===== src/rtl/arp_pkg.sv =====
// arp_pkg: arpeggiator mode encodings, note period constants and the default step table.
package arp_pkg;

  typedef enum logic [1:0] {
    ARP_UP       = 2'd0,
    ARP_DOWN     = 2'd1,
    ARP_PINGPONG = 2'd2,
    ARP_HOLD     = 2'd3
  } arp_mode_e;

  // Periods in 50 MHz clocks
  localparam int unsigned C3 = 382233;
  localparam int unsigned D3 = 340529;
  localparam int unsigned F3 = 286352;
  localparam int unsigned A3 = 227272;
  localparam int unsigned C4 = 191116;

  function automatic int unsigned default_period(input int i);
    case (i)
      0:       return C4;
      1:       return D3;
      2:       return F3;
      3:       return A3;
      default: return 0;
    endcase
  endfunction

endpackage


===== src/rtl/arp_tone_gen.sv =====
// arp_tone_gen: square wave from a latched period P; cnt runs 0..P so one cycle is P+1 clocks.
module arp_tone_gen #(
  parameter int PERIOD_W = 20
) (
  input  logic                CLK,
  input  logic                RST,
  input  logic                EN,
  input  logic                LOAD,
  input  logic [PERIOD_W-1:0] PERIOD_IN,
  output logic                SPEAKER
);

  logic [PERIOD_W-1:0] cnt, p, cnt_nxt, p_nxt;

  // P only changes on a wrap or a step change, so a table write never cuts a half-period short
  always_comb begin
    cnt_nxt = cnt + PERIOD_W'(1);
    p_nxt   = p;
    if (LOAD || cnt >= p) begin
      cnt_nxt = '0;
      p_nxt   = PERIOD_IN;
    end
  end

  always_ff @(posedge CLK) begin
    if (RST) begin
      cnt     <= '0;
      p       <= '0;
      SPEAKER <= 1'b0;
    end else if (!EN) begin
      SPEAKER <= 1'b0;
    end else begin
      cnt     <= cnt_nxt;
      p       <= p_nxt;
      SPEAKER <= (p_nxt != '0) && (cnt_nxt > (p_nxt >> 1));
    end
  end

endmodule


===== src/rtl/arp_sequencer.sv =====
// arp_sequencer: table-driven arpeggiator stepping through STEPS note periods on SPEAKER.
// Define ARP_GATE_EN to add the GATE_OFF staccato input.
module arp_sequencer
  import arp_pkg::*;
#(
  parameter int  STEPS    = 4,
  parameter int  PERIOD_W = 20,
  parameter int  DUR_W    = 26,
  localparam int IDX_W    = (STEPS > 1) ? $clog2(STEPS) : 1
) (
  input  logic                CLK,
  input  logic                RST,
  input  logic                EN,
  input  logic [1:0]          MODE,
  input  logic [DUR_W-1:0]    STEP_DUR,
  input  logic                WR_EN,
  input  logic [IDX_W-1:0]    WR_ADDR,
  input  logic [PERIOD_W-1:0] WR_PERIOD,
`ifdef ARP_GATE_EN
  input  logic [DUR_W-1:0]    GATE_OFF,
`endif
  output logic                SPEAKER,
  output logic [IDX_W-1:0]    STEP_IDX,
  output logic                STEP_TICK,
  output logic [7:0]          LED_G
);

  localparam logic [IDX_W-1:0] LAST   = IDX_W'(STEPS - 1);
  localparam logic [IDX_W:0]   NSTEPS = (IDX_W + 1)'(STEPS);

  logic [PERIOD_W-1:0] tbl [STEPS];
  logic [DUR_W-1:0]    dcnt, dcnt_nxt, sd_eff;
  logic [IDX_W-1:0]    idx_step, idx_nxt;
  logic                dir, dir_step, go_up, adv, spk;

  assign sd_eff   = (STEP_DUR == '0) ? DUR_W'(1) : STEP_DUR;
  // >= so that shortening STEP_DUR below the running count ends the step at once
  assign adv      = EN && (dcnt >= sd_eff - DUR_W'(1));
  assign dcnt_nxt = adv ? '0 : (EN ? dcnt + DUR_W'(1) : dcnt);
  assign idx_nxt  = adv ? idx_step : STEP_IDX;

  // dir=1 means moving up; ping-pong decides at departure so end steps are not repeated
  always_comb begin
    idx_step = STEP_IDX;
    dir_step = dir;
    go_up    = 1'b0;
    if (STEPS > 1) begin
      case (arp_mode_e'(MODE))
        ARP_UP: begin
          idx_step = (STEP_IDX == LAST) ? '0 : STEP_IDX + IDX_W'(1);
          dir_step = 1'b1;
        end
        ARP_DOWN: begin
          idx_step = (STEP_IDX == '0) ? LAST : STEP_IDX - IDX_W'(1);
          dir_step = 1'b0;
        end
        ARP_PINGPONG: begin
          go_up    = dir ? (STEP_IDX != LAST) : (STEP_IDX == '0);
          idx_step = go_up ? STEP_IDX + IDX_W'(1) : STEP_IDX - IDX_W'(1);
          dir_step = go_up;
        end
        default: ;
      endcase
    end
  end

  always_ff @(posedge CLK) begin
    if (RST) begin
      STEP_IDX  <= '0;
      STEP_TICK <= 1'b0;
      dir       <= 1'b1;
      dcnt      <= '0;
      for (int i = 0; i < STEPS; i++) tbl[i] <= PERIOD_W'(default_period(i));
    end else begin
      dcnt      <= dcnt_nxt;
      STEP_TICK <= adv;
      if (adv) begin
        STEP_IDX <= idx_step;
        dir      <= dir_step;
      end
      if (WR_EN && ({1'b0, WR_ADDR} < NSTEPS)) tbl[WR_ADDR] <= WR_PERIOD;
    end
  end

  // The new step reads the table before this cycle's write lands
  arp_tone_gen #(.PERIOD_W(PERIOD_W)) u_tone (
    .CLK       (CLK),
    .RST       (RST),
    .EN        (EN),
    .LOAD      (adv),
    .PERIOD_IN (tbl[idx_nxt]),
    .SPEAKER   (spk)
  );

`ifdef ARP_GATE_EN
  logic gate_q;

  always_ff @(posedge CLK) begin
    if (RST) gate_q <= 1'b0;
    else     gate_q <= !((GATE_OFF >= sd_eff) || (dcnt_nxt >= sd_eff - GATE_OFF));
  end

  assign SPEAKER = spk & gate_q;
`else
  assign SPEAKER = spk;
`endif

  always_comb begin
    LED_G = '0;
    for (int i = 0; i < 8; i++)
      if (i < STEPS) LED_G[i] = (STEP_IDX == IDX_W'(i));
  end

endmodule

===== config.mk =====
export PLATFORM = sky130hd
export DESIGN_NAME = arp_sequencer
export DESIGN_NICKNAME = d
export VERILOG_FILES = /design/src/rtl/arp_pkg.sv /design/src/rtl/arp_tone_gen.sv /design/src/rtl/arp_sequencer.sv
export SDC_FILE = /design/constraint.sdc
export NUM_CORES = 1
export LEC_CHECK = 0
export BUFFER_PORTS_ARGS = -buffer_cell sky130_fd_sc_hd__buf_2
export CORE_UTILIZATION = 60
export CTS_BUF_LIST = sky130_fd_sc_hd__clkbuf_4
export DETAILED_ROUTE_END_ITERATION = 8
export GPL_ROUTABILITY_DRIVEN = 0
export PLACE_DENSITY = 0.89
export SYNTH_ARGS = -nofsm -noshare
export SYNTH_HDL_FRONTEND = slang
export SYNTH_SLANG_ARGS = --single-unit
export TNS_END_PERCENT = 30

===== constraint.sdc =====
create_clock -name CLK -period 8.3 [get_ports CLK]
set_input_delay 1.245 -clock CLK [delete_from_list [all_inputs] [get_ports CLK]]
set_output_delay 1.245 -clock CLK [all_outputs]
set_load 0.01 [all_outputs]

## Word level (Yosys, flattened, before mapping)

Memories as Yosys holds them, arrays and structs flattened.
Cells that the tools add are included.

- Word-level logic and storage cells: 57
- Output and inout port bits: 12
- Bits in registers: 71
- Memories kept: 1
- Memory bits (writable): 80

Memories:

| memory | words | width | rd ports | clocked after memory_dff | wr ports | RTL line | source |
|---|---|---|---|---|---|---|---|
| tbl | 4 | 20 | 1 | 0 | 4 | arp_sequencer.sv:31 | `logic [PERIOD_W-1:0] tbl [STEPS];` |

- Add/sub/neg operators: 5
- Reduce and logical (&&, ||, !) cells: 12
- Muxes and demuxes: 22
- Order comparisons: 3
- Bitwise logic cells: 1
- Equal/unequal tests: 6

Operator list:

| kind | count |
|---|---|
| 20-bit 2-to-1 mux | 7 |
| 26-bit by 1-bit adder with 26-bit output (second input constant) | 1 |
| 26-bit >= comparator | 1 |
| 26-bit zero test | 1 |
| 26-bit 2-to-1 mux | 1 |
| 26-bit by 1-bit subtractor with 26-bit output (second input constant) | 1 |
| 20-bit by 1-bit adder with 20-bit output (second input constant) | 1 |
| 20-bit >= comparator | 1 |
| 20-bit by 19-bit > comparator with 1-bit output | 1 |
| 20-bit nonzero test | 1 |
| 20-bit OR reduction | 1 |
| 2-bit 2-to-1 mux | 5 |
| 1-bit 2-to-1 mux | 7 |
| 2-bit equality test (second input constant) | 3 |
| 2-bit one-hot mux with 3 select lines | 1 |
| 2-bit by 1-bit equality test with 1-bit output (second input constant) | 2 |
| 2-bit zero test | 2 |
| 2-bit OR reduction | 2 |
| 1-bit one-hot mux with 3 select lines | 1 |
| 3-bit nonzero test | 1 |
| 2-bit by 1-bit adder with 2-bit output (second input constant) | 1 |
| 1-bit logical AND | 2 |
| 2-bit != test (second input constant) | 1 |
| 2-bit AND reduction | 1 |
| other kinds (3) | 3 |

## Logic depth before layout (Yosys ltp)

An unclocked memory read counts as a cell.

- Word-level depth: 10
- Mapped depth: 37
- Mapped depth without buffers: 34

## Modules after synthesis

A second synthesis with hierarchy kept.

- Cells, all modules: 1036
- Area total of the unflattened synthesis: 9640.5 sq um

Modules (own cells, without submodules):

| module | area each (sq um) | sequential area each (sq um) | instances | cells each |
|---|---|---|---|---|
| arp_sequencer | 6248.5 | 3002.9 | 1 | 603 |
| arp_tone_gen | 3392.0 | 820.8 | 1 | 433 |

## Worst setup path after synthesis

Ideal clock, no wire load.

- Path type: input to register
- Start point: input port STEP_DUR[17]
- End point: register u_tone.SPEAKER
- Path buffers: 4
- Path slack: 0.584 ns
- Data required time: 8.179 ns
- Library setup time: 0.121 ns
- Arrival: 7.595 ns
- Stages: 36
- Path through: nor3_1 > nand2b_1 > nor4_1 > nand2b_1 > or2_2 > nor2b_1 > ha_1 > nor3b_1 > nand2_1 > or3_1 > nor4_1 > nand2_1 > xor2_1 > ha_1 > nand3_2 > or4_4 > nor3_2 > or3_1 > a21o_1 > buf_2 > buf_2 > clkbuf_1 > buf_2 > nor2_1 > ha_1 > a21o_1 > a21o_1 > a21o_1 > a21o_1 > a21oi_1 > nor2b_1 > o21ai_0 > a21oi_1 > o221ai_1 > a211o_1 > a31oi_1

- Elaborated cells on any way between the ends: 13

RTL lines:

| what | RTL line | source |
|---|---|---|
| start, declared | arp_sequencer.sv:15 | `input logic [DUR_W-1:0] STEP_DUR,` |
| 26-bit zero test | arp_sequencer.sv:36 | `assign sd_eff = (STEP_DUR == '0) ? DUR_W'(1) : STEP_DUR;` |
| 26-bit 2-to-1 mux * | arp_sequencer.sv:36 |  |
| 26-bit by 1-bit subtractor with 26-bit output * | arp_sequencer.sv:38 | `assign adv = EN && (dcnt >= sd_eff - DUR_W'(1));` |
| 26-bit >= comparator * | arp_sequencer.sv:38 |  |
| 1-bit logical AND * | arp_sequencer.sv:38 |  |
| 1-bit logical OR * | arp_tone_gen.sv:19 | `if (LOAD \|\| cnt >= p) begin` |
| 20-bit 2-to-1 mux * | arp_tone_gen.sv:19 |  |
| via u_tone.cnt_nxt[5] | arp_tone_gen.sv:13 | `logic [PERIOD_W-1:0] cnt, p, cnt_nxt, p_nxt;` |
| 20-bit by 19-bit > comparator with 1-bit output * | arp_tone_gen.sv:35 | `SPEAKER <= (p_nxt != '0) && (cnt_nxt > (p_nxt >> 1));` |
| 1-bit logical AND * | arp_tone_gen.sv:35 |  |
| end signal, assigned | arp_tone_gen.sv:35 |  |
| end, declared | arp_tone_gen.sv:10 | `output logic SPEAKER` |

The timed path passes the listed nets; every way through them passes the cells marked *.
A chain may end at the register's enable or synchronous reset.

## Final worst setup path

- Start point: input port STEP_DUR[17]
- End point: register u_tone.SPEAKER

- Cells in the longest elaborated chain, start to end: 10
- Elaborated cells on any way between the ends: 13

Ends and longest elaborated chain:

| what | RTL line |
|---|---|
| 26-bit zero test | arp_sequencer.sv:36 |
| 26-bit 2-to-1 mux * | arp_sequencer.sv:36 |
| 26-bit by 1-bit subtractor with 26-bit output * | arp_sequencer.sv:38 |
| 26-bit >= comparator * | arp_sequencer.sv:38 |
| 1-bit logical AND * | arp_sequencer.sv:38 |
| 2-bit 2-to-1 mux | n/a |
| memory 4 x 20 bit | n/a |
| 20-bit 2-to-1 mux | arp_tone_gen.sv:19 |
| 20-bit by 19-bit > comparator with 1-bit output / 20-bit nonzero test (equally long branches) | arp_tone_gen.sv:35 |
| 1-bit logical AND * | arp_tone_gen.sv:35 |

Mark *: on every way between the ends. The rest lies on a longest branch, timed or not.

==> run metrics <==
Warnings, synthesis=0; clock skew=0.0235 ns; Leakage Power=4.15 nW; most frequent cells in the layout=124 x sky130_fd_sc_hd__nor2_1, 80 x sky130_fd_sc_hd__edfxtp_1, 72 x sky130_fd_sc_hd__ha_1, 71 x sky130_fd_sc_hd__dfxtp_1, 70 x sky130_fd_sc_hd__nand2_1; area of the placeable core=0.0147 mm^2; Synth cell types=64; Synth Register Bits=151; Setup TNS=0 ns; Overflow after GRT=0; io pins=66; Reg2Reg Setup Slack=roughly 3.6 ns; Longest Clk Path Bufs=2; post-detailed-placement half-perimeter wirelength=14.2 mm; via count of the routed design=7,170; starting density of the core=62.4%; Startpoint Class=input pin; class of the most critical setup path=in2reg; horizontal die dimension=126 um; clock tree from TritonCTS=done; startpoint of the most critical hold path=u_tone.p[11]$_SDFFE_PP0P_; post-route design area=around 0.01 mm^2; number of nets with antenna violations after routing=0; layout overhead on the synthesized area=7.78%; global-route wire length before repair=between 30 and 40 mm; Final Max Tran Viols=0; ys async rst share=0%; number of cells traversed by the worst register-to-register path=20; Setup WS post-layout=around 0.56 ns; DRT iter0 DRCs=around 480; final-stage net count=approximately 1,100; total clock sinks=151; total power density per cell area=151 mW/mm^2; Max Cap Viol=0; Layout fillers=1,097; number of buffer cells added on primary ports=between 60 and 70; Worst slew margin=42.7%; synthesized area per cell=9.59 um^2; standard-cell row count=44; cell class contributing the biggest share of worst-path delay=simple AND/OR/NAND/NOR gates; share of final-layout standard cells stronger than drive strength 1=a little over an eighth; crit path max-delay cell type=sky130_fd_sc_hd__or4_4; clock-pin slew on the worst setup and hold paths=~0.14 ns; antenna violations before repair=1; share of the yosys chip area belonging to registers=between 40% and 50%; Worst path depth=35; unrepaired setup endpoints after global routing=no; post-CTS setup-driven buffer insertion count=0; crit path buf inv count=3; DP Area=0.00961 mm^2; vias in the first global route=6,875; detailed-route DRC error count=4; required time at the endpoint of the critical path=a little under 9 ns; post-synth design cell area=just over 0.009 mm^2; H-tree level count=4; non-filler cells, final=around 1,200; insertion delay of the later-clocked pin in the worst-skew pair=0.57 ns; final worst-path cycle share=93.3%; Total GRT Usage=between 20% and 30%; max incr delay on CP=roughly 0.57 ns; most common library cell in the layout ignoring fill and taps=sky130_fd_sc_hd__nor2_1; count of endpoints failing setup in the final report=0; pin count of the biggest net entering global routing=55; area enclosed by the die boundary=0.0158 mm^2; Slew @ Worst Pin=0.859 ns; count of final hold-check violations=0; Worst Hold Depth=2; Routed WL per cell=about 16 um; Placed Cells incl. Taps=1,174; final period demand of the worst path=7.74 ns; number of optimization iterations in the first detailed-route pass=7; violated checks=design-rule violations; DP Worst Slack=0.0935 ns; CP arrival=8.21 ns; total of cells resized after clock tree synthesis=0; Cells after Synth=956; type of element capturing the critical path=flip-flop; hold buffers post-CTS=0; number of vias per cell=5.94; IR drop worst, VDD=0.146 mV; clk root buf=sky130_fd_sc_hd__clkbuf_4; Post-synth EDFFs=80; Worst R2R Start=dcnt[23]$_SDFFE_PP0P_; number of buffers inserted during clock tree synthesis=17; Die H=126 um; launch point of the critical path=STEP_DUR[17]; post-route core utilization=around two thirds; primary flip-flop cell chosen by synthesis mapping=sky130_fd_sc_hd__edfxtp_1; Fmax achieved=~0.13 GHz; Min-Delay Path Class=reg2reg; Detailed Route WL=19.6 mm; outcome=finished with violations; worst-path maximum fanout=35
## tightest hold or removal path, cell delays in order (launching register included)
cell	delay, ns
sky130_fd_sc_hd__dfxtp_1	0.34
sky130_fd_sc_hd__nand2_1	0.06
sky130_fd_sc_hd__a21oi_1	0.06
## cell families (layout without fill, tap and decap cells)
kind of cell | count (synthesis) | after routing | share of synthesized area [%]
flip-flops | 151 | 151 | 41.7
AND/OR/NAND/NOR | 411 | 411 | 22.7
multiplexers | 40 | 40 | 4.94
adder cells (fa/ha/maj) | 72 | 72 | 9.83
other | 1 | 5 | 0.0409
XOR/XNOR | 65 | 65 | 6.21
AO/OA/AOI/OAI | 139 | 139 | 10.6
buffers and inverters | 77 | 140 | 4.03
## routing by layer
metal,global-route usage (%),part of all wire (%),up-vias
met5,0,0,-
met4,9.61,2.4,0
met3,5.78,6.0,41
met2,43.7,48,215
met1,33.5,44,3418
li1,-,-,3496
## power by group
part | switching [mW] | total, mW | internal (mW)
clock | 0.286 | 0.441 | 0.155
sequential | 0.0171 | 0.842 | 0.825
combinational | 0.126 | 0.210 | 0.0836
total | 0.430 | 1.49 | 1.06
## state kept, by name, indices dropped and copies added (netlist names)
signal,flops
dcnt,26
u_tone.p,20
u_tone.SPEAKER,1
tbl,80
dir,1
STEP_TICK,1
u_tone.cnt,20
STEP_IDX,2
## synth_stat cells, types with 3 or more instances
master / count / share of area, %
sky130_fd_sc_hd__nor4_1: 10 / 0.68
sky130_fd_sc_hd__nor3b_1: 3 / 0.25
sky130_fd_sc_hd__buf_2: 4 / 0.22
sky130_fd_sc_hd__nand2b_1: 46 / 3.1
sky130_fd_sc_hd__ha_1: 72 / 9.8
sky130_fd_sc_hd__buf_6: 6 / 0.74
sky130_fd_sc_hd__and4_1: 4 / 0.38
sky130_fd_sc_hd__and3_1: 17 / 1.2
sky130_fd_sc_hd__buf_4: 5 / 0.41
sky130_fd_sc_hd__xor2_1: 32 / 3.1
sky130_fd_sc_hd__clkbuf_1: 25 / 1.0
sky130_fd_sc_hd__buf_1: 3 / 0.12
sky130_fd_sc_hd__or2_2: 6 / 0.41
sky130_fd_sc_hd__nand3b_1: 3 / 0.25
sky130_fd_sc_hd__nand4_1: 17 / 1.2
sky130_fd_sc_hd__edfxtp_1: 80 / 26
sky130_fd_sc_hd__a221o_1: 8 / 0.87
sky130_fd_sc_hd__a211oi_1: 19 / 1.6
sky130_fd_sc_hd__nor2b_1: 9 / 0.61
sky130_fd_sc_hd__a21oi_1: 37 / 2.0
sky130_fd_sc_hd__nor2_1: 124 / 5.1
sky130_fd_sc_hd__nand3_1: 26 / 1.4
sky130_fd_sc_hd__a21oi_2: 4 / 0.38
sky130_fd_sc_hd__or3_1: 6 / 0.41
sky130_fd_sc_hd__mux2i_1: 34 / 3.7
sky130_fd_sc_hd__and2_1: 48 / 3.3
sky130_fd_sc_hd__a22oi_1: 6 / 0.49
sky130_fd_sc_hd__inv_1: 32 / 1.3
sky130_fd_sc_hd__xnor2_1: 33 / 3.2
sky130_fd_sc_hd__a21o_1: 19 / 1.6
sky130_fd_sc_hd__mux4_2: 4 / 0.98
sky130_fd_sc_hd__dfxtp_1: 71 / 16
sky130_fd_sc_hd__nor3_1: 15 / 0.82
sky130_fd_sc_hd__nand2_1: 70 / 2.9
sky130_fd_sc_hd__a32oi_1: 6 / 0.57
sky130_fd_sc_hd__o21ai_0: 19 / 1.0
## layout make-up
class / instances / area [um^2] / share of cell area, %
clock buffer: 17 / 128 / 1.29
tap: 184 / 230 / 2.33
timing repair buffer: 75 / 423 / 4.28
inverter: 33 / 124 / 1.25
clock inverter: 15 / 139 / 1.41
multi-input combinational: 731 / 5010 / 50.7
antenna: 1 / 2.50 / 0.0253
sequential: 151 / 3820 / 38.7
## worst paths after layout
path | end
worst min-delay path | u_tone.p[11]$_SDFFE_PP0P_
worst max register to register | u_tone.SPEAKER$_SDFF_PP0_
worst max-delay path | u_tone.SPEAKER$_SDFF_PP0_
worst min register to register | u_tone.p[11]$_SDFFE_PP0P_
## metrics by stage
stage	hold WS, ns	total power [mW]
6_report	0.478	1.49
5_1_grt	0.503	1.56
4_1_cts	0.475	1.50
3_5_place_dp	0.456	1.07
3_3_place_gp	0.453	1.06
2_1_floorplan	0.445	0.997
Power figures use the tool's default switching activity.
